$ cat src/rtl/seg_scan_driver.sv
// Two-digit multiplexed 7-segment driver: lamp test after reset, then scans tens/ones
// from a per-frame latched value, with leading-zero blanking, dash overflow and zero flash.
module seg_scan_driver #(
    parameter int unsigned REFRESH_DIV = 131072,
    parameter int unsigned BLANK_CYC   = 1024,
    parameter int unsigned LAMP_CYC    = 25000000,
    parameter int unsigned FLASH_DIV   = 25000000
) (
    input  logic       clk,
    input  logic       reset,
    input  logic [6:0] value,
    input  logic       flash_en,
    output logic [6:0] seg,
    output logic [3:0] an,
    output logic       frame
);

    localparam int unsigned CNT_MAX = (LAMP_CYC > REFRESH_DIV) ? LAMP_CYC : REFRESH_DIV;
    localparam int unsigned CNT_W   = $clog2(CNT_MAX + 1);
    localparam int unsigned FL_W    = $clog2(FLASH_DIV + 1);

    localparam logic [6:0] SEG_OFF  = 7'b1111111;
    localparam logic [6:0] SEG_DASH = 7'b0111111;
    localparam logic [3:0] AN_OFF   = 4'b1111;
    localparam logic [3:0] AN_TENS  = 4'b0111;
    localparam logic [3:0] AN_ONES  = 4'b1011;

    typedef enum logic [1:0] {LAMP, TENS, ONES} state_t;

    state_t            state_q, state_d;
    logic [CNT_W-1:0]  cnt_q, cnt_d;
    logic [6:0]        val_q, val_d;
    logic [FL_W-1:0]   fcnt_q, fcnt_d;
    logic              fdark_q, fdark_d;
    logic [6:0]        seg_q, seg_d;
    logic [3:0]        an_q, an_d;
    logic              frame_q, frame_d;

    logic [3:0]        tens;
    logic [3:0]        ones;
    logic              flash_act;
    logic              last_slot;

    function automatic logic [6:0] dec7(input logic [3:0] d);
        case (d)
            4'd0:    dec7 = 7'b1000000;
            4'd1:    dec7 = 7'b1111001;
            4'd2:    dec7 = 7'b0100100;
            4'd3:    dec7 = 7'b0110000;
            4'd4:    dec7 = 7'b0011001;
            4'd5:    dec7 = 7'b0010010;
            4'd6:    dec7 = 7'b0000010;
            4'd7:    dec7 = 7'b1111000;
            4'd8:    dec7 = 7'b0000000;
            4'd9:    dec7 = 7'b0010000;
            default: dec7 = SEG_OFF;
        endcase
    endfunction

    always_ff @(posedge clk) begin
        if (reset) begin
            state_q <= LAMP;
            cnt_q   <= '0;
            val_q   <= '0;
            fcnt_q  <= '0;
            fdark_q <= 1'b0;
            seg_q   <= SEG_OFF;
            an_q    <= AN_OFF;
            frame_q <= 1'b0;
        end else begin
            state_q <= state_d;
            cnt_q   <= cnt_d;
            val_q   <= val_d;
            fcnt_q  <= fcnt_d;
            fdark_q <= fdark_d;
            seg_q   <= seg_d;
            an_q    <= an_d;
            frame_q <= frame_d;
        end
    end

    // Binary to two BCD digits by compare-subtract; only meaningful for 0..99.
    always_comb begin
        tens = 4'd0;
        for (int i = 1; i <= 9; i++) begin
            if (val_q >= 7'(10 * i)) tens = 4'(i);
        end
        ones = 4'(val_q - 7'(tens) * 7'd10);
    end

    assign last_slot = (cnt_q == CNT_W'(REFRESH_DIV - 1));
    assign flash_act = (state_q != LAMP) && (val_q == 7'd0) && flash_en;

    // Next state, value latch and flash phase.
    always_comb begin
        state_d = state_q;
        cnt_d   = cnt_q + CNT_W'(1);
        fcnt_d  = '0;
        fdark_d = 1'b0;
        case (state_q)
            LAMP: if (cnt_q == CNT_W'(LAMP_CYC - 1)) begin
                state_d = TENS;
                cnt_d   = '0;
            end
            TENS: if (last_slot) begin
                state_d = ONES;
                cnt_d   = '0;
            end
            ONES: if (last_slot) begin
                state_d = TENS;
                cnt_d   = '0;
            end
            default: begin
                state_d = LAMP;
                cnt_d   = '0;
            end
        endcase
        val_d = (state_d == TENS && state_q != TENS) ? value : val_q;
        if (flash_act) begin
            if (fcnt_q == FL_W'(FLASH_DIV - 1)) begin
                fcnt_d  = '0;
                fdark_d = ~fdark_q;
            end else begin
                fcnt_d  = fcnt_q + FL_W'(1);
                fdark_d = fdark_q;
            end
        end
    end

    // Output image for the current slot position, registered on the next edge.
    always_comb begin
        an_d    = AN_OFF;
        seg_d   = SEG_OFF;
        frame_d = (state_q == TENS) && (cnt_q == '0);
        if (state_q == LAMP) begin
            an_d  = 4'b0000;
            seg_d = 7'b0000000;
        end else if (cnt_q >= CNT_W'(BLANK_CYC) && !(flash_act && fdark_q)) begin
            if (val_q > 7'd99) begin
                an_d  = (state_q == TENS) ? AN_TENS : AN_ONES;
                seg_d = SEG_DASH;
            end else if (state_q == ONES) begin
                an_d  = AN_ONES;
                seg_d = dec7(ones);
            end else if (tens != 4'd0) begin
                an_d  = AN_TENS;
                seg_d = dec7(tens);
            end
        end
    end

    assign seg   = seg_q;
    assign an    = an_q;
    assign frame = frame_q;

endmodule

$ cat config.mk
export PLATFORM = sky130hd
export DESIGN_NAME = seg_scan_driver
export DESIGN_NICKNAME = d
export VERILOG_FILES = /design/src/rtl/seg_scan_driver.sv
export SDC_FILE = /design/constraint.sdc
export NUM_CORES = 1
export LEC_CHECK = 0
export BUFFER_PORTS_ARGS = -buffer_cell sky130_fd_sc_hd__buf_2
export CORE_ASPECT_RATIO = 0.9
export CORE_MARGIN = 1
export CORE_UTILIZATION = 33
export DETAILED_ROUTE_END_ITERATION = 7
export HOLD_SLACK_MARGIN = 0.05
export PLACE_DENSITY = 0.5
export SYNTH_ARGS = -nofsm -noshare
export SYNTH_HDL_FRONTEND = slang
export SYNTH_SLANG_ARGS = --single-unit
$ cat constraint.sdc
create_clock -name clk -period 4.16 [get_ports clk]
set_input_delay 0.832 -clock clk [delete_from_list [all_inputs] [get_ports clk]]
set_output_delay 0.832 -clock clk [all_outputs]
set_load 0.05 [all_outputs]
==> impl_results.md <==
* Status: finished, final reports clean
* Clock buffer depth at 2
* Slack of the worst reg-to-reg path at 370 ps
* P&R area growth vs syn at 13.06%
* Startpoint class of the critical path: flop
* Buffers on Ports at 21
* Clk_skew at 7.442 ps
* RSZ-0062 raised after global routing: false
* Peak supply drop at 160.6 uV
* Crit path max-delay family: compound AO/OA/AOI/OAI gates
* Initial antenna violation count at 0
* CTS tree: done
* Final count of negative-setup-slack endpoints at 0
* Post-DP HPWL at 6290 microns
* Placed cells at 643
* Layout cells sized above 1 at 0.1202
* Post-route ant nets at 0
* Crit path DAT at 4000 ps
* Worst Hold Path EP: cnt_q[0]$_SDFF_PP0_
* Critical path, cell by cell: nand2b_1, o21ai_0, a22o_1, a21oi_1, nor2_1, or4_1, inv_1, ha_1, inv_1, fa_1, xnor2_2, xor2_2, nor2_1, a211oi_1, o21ai_1
* H-Tree Level Count at 3
* Reg2reg path depth at 15
* Levels on crit path at 15
* Vias per std cell at 4.897
* Grt ovf at 0
* Final net count at 524
* Synthesized area at 4080 sq um
* Setup TNS at 0 ps
* R2R Path End: seg[0]$_SDFF_PP1_
* Initial drt markers at 181
* FF+latch count, synth at 71
* WP buf/inv at 2
* Slew Limit Headroom at 0.4736
* Most frequent cell after synthesis: nor2_1
* Post-Syn Instances at 475
* Initial Util at 0.3392
* Avg Inst Size Synth at 8.590 sq um
* Fmax at 0.2641 GHz
* Tightest Pin Transition at 789.7 ps
* Post-synth ARST share at 0
* Area after DPL at 4273 sq um
* Yosys top cell by area: dfxtp_1
* Antenna Cells at 0
* Crit path kind: reg -> reg
* Post-Route WL at 8552 microns
* Endpoints failing hold at 0
* Core area at 12030 sq um
* First-pass GRT wire length at 15100 microns
* Min Clock Period, post-route at 3787 ps
* Number of CTS-inserted buffers at 9
* Final Cycle Share at 0.9103
* Setup bufs post-CTS at 0
* Post-synth EDFFs at 0
* Hold Path Depth at 1
* Most frequently used flop master after synthesis: dfxtp_1
* Crit path max fanout at 11
* Slew Limit Fails at 0
* Post-cts resize count at 0
* Syn_nets at 505
* Largest net degree at the start of global routing at 26
* Final Power at 1595 uW
* Netlist cell types at 68
* Gr usage total at 0.1476
* Synth area leaders: dfxtp_1, xor2_1, nor2_1
* Critical Path Slowest Stage Cell: dfxtp_1
* CTS Sinks at 71
* DRC Markers at 0
* WP data required at 4370 ps
* Clock-pin slew on the worst setup and hold paths at 60 ps
* Layout Cells excl Fill at 659
* Drt first pass iters at 4
* YS warnings at 0
* Wire length per cell at 12.98 microns
* HP Start: cnt_q[0]$_SDFF_PP0_
* # rows at 38
* Slowest stage delay, CP at 510 ps
* DIE WIDTH at 119.2 microns
* Via count at 3227
* Area share of the largest cell type after synthesis at 0.3484
* Design area at 4613 sq um
* Pwr Density at 345.7 nW/um^2
* Vias in the first global route at 3136
* Commonest cells in the netlist: nor2_1, dfxtp_1, xor2_1
* Sequential area share after synthesis at 0.3484
* Worst R2R Start: val_q[5]$_SDFFE_PP0P_
* # hold bufs at CTS at 0
* CTS Root Cell: clkbuf_16
* Die Ht at 107.5 microns
* Placer Congestion at 0.8372
* Max cap viols at 0
* Clk Latency, worst-skew pair at 330 ps
* DIE AREA at 12810 sq um
* Pleak at 0.001759 uW
* HP Class: reg -> reg
* CP Capture Type: flop
* Num ports at 22
report_power, final:
| group | total, uW | internal [uW] | switching (uW) |
|---|---|---|---|
| sequential | 692 | 688 | 4.09 |
| clock | 850 | 560 | 290 |
| combinational | 52.6 | 13.9 | 38.7 |
| total | 1590 | 1260 | 333 |
worst reg2reg max path, cell delays in order, from the launching register on:
cell	delay, ps
dfxtp_1	510
nand2b_1	200
o21ai_0	90
a22o_1	240
a21oi_1	140
nor2_1	50
or4_1	490
inv_1	150
ha_1	150
inv_1	40
fa_1	400
xnor2_2	270
xor2_2	360
nor2_1	100
a211oi_1	360
o21ai_1	120
layer usage:
layer / wire, microns / vias up / GRT usage
met4: 72 / 0 / 0.04340
li1: - / 1685 / -
met2: 4055 / 26 / 0.2446
met5: 0 / - / 0
met1: 4227 / 1511 / 0.1898
met3: 197 / 5 / 0.03496
sequential cells by signal, summed over array words and instances, names as in the netlist:
name	flops
val_q	7
fdark_q	1
seg	7
an	3
frame	1
cnt_q	25
state_q	2
fcnt_q	25
how the worst max path moves through the flow:
stage	start	end	slack, ps
after detailed placement	val_q[5]$_SDFFE_PP0P_	seg[0]$_SDFF_PP1_	290
after floorplan	val_q[3]$_SDFFE_PP0P_	seg[0]$_SDFF_PP1_	800
final	val_q[5]$_SDFFE_PP0P_	seg[0]$_SDFF_PP1_	370
after global placement	val_q[5]$_SDFFE_PP0P_	seg[0]$_SDFF_PP1_	470
after CTS	val_q[5]$_SDFFE_PP0P_	seg[0]$_SDFF_PP1_	290
after global routing	val_q[5]$_SDFFE_PP0P_	seg[0]$_SDFF_PP1_	10
through the flow:
stage          setup WS, ps  hold slack (ps)  utilization
2_1_floorplan         802.1            429.7            -
3_3_place_gp          469.4            443.1       0.3552
6_report              373.3            467.1       0.3835
5_1_grt               11.22            520.6       0.3835
3_5_place_dp          293.0            459.1       0.3552
4_1_cts               287.4            468.0       0.3829
cell families after synthesis:
logic type | share of synthesized area
AO/OA/AOI/OAI | 0.1104
flip-flops | 0.3484
buffers and inverters | 0.05704
adder cells (fa/ha/maj) | 0.06562
XOR/XNOR | 0.1153
AND/OR/NAND/NOR | 0.2763
multiplexers | 0.02699
placed cells by master, fill, tap and decap left out, types with 9 or more instances in the layout:
master / n
ha_1: 19
xor2_1: 38
nand3_1: 24
mux2i_1: 11
nor2_1: 83
clkbuf_16: 9
and4_1: 9
buf_2: 21
dfxtp_1: 71
nand4_1: 10
a21oi_1: 14
nand2_1: 33
xnor2_1: 11
and3_1: 11
o21ai_0: 13
inv_1: 20
area by class of cell:
class / instances / area [sq um]
repair buffers: 27 / 150.1
multi-input cells: 365 / 2434
clock buffers: 12 / 256.5
flip-flops and latches: 71 / 1421
fillers: 1206 / 7416
inverters: 20 / 75.07
clock inverters: 4 / 76.32
well taps: 160 / 200.2
Power figures use the tool's default switching activity.
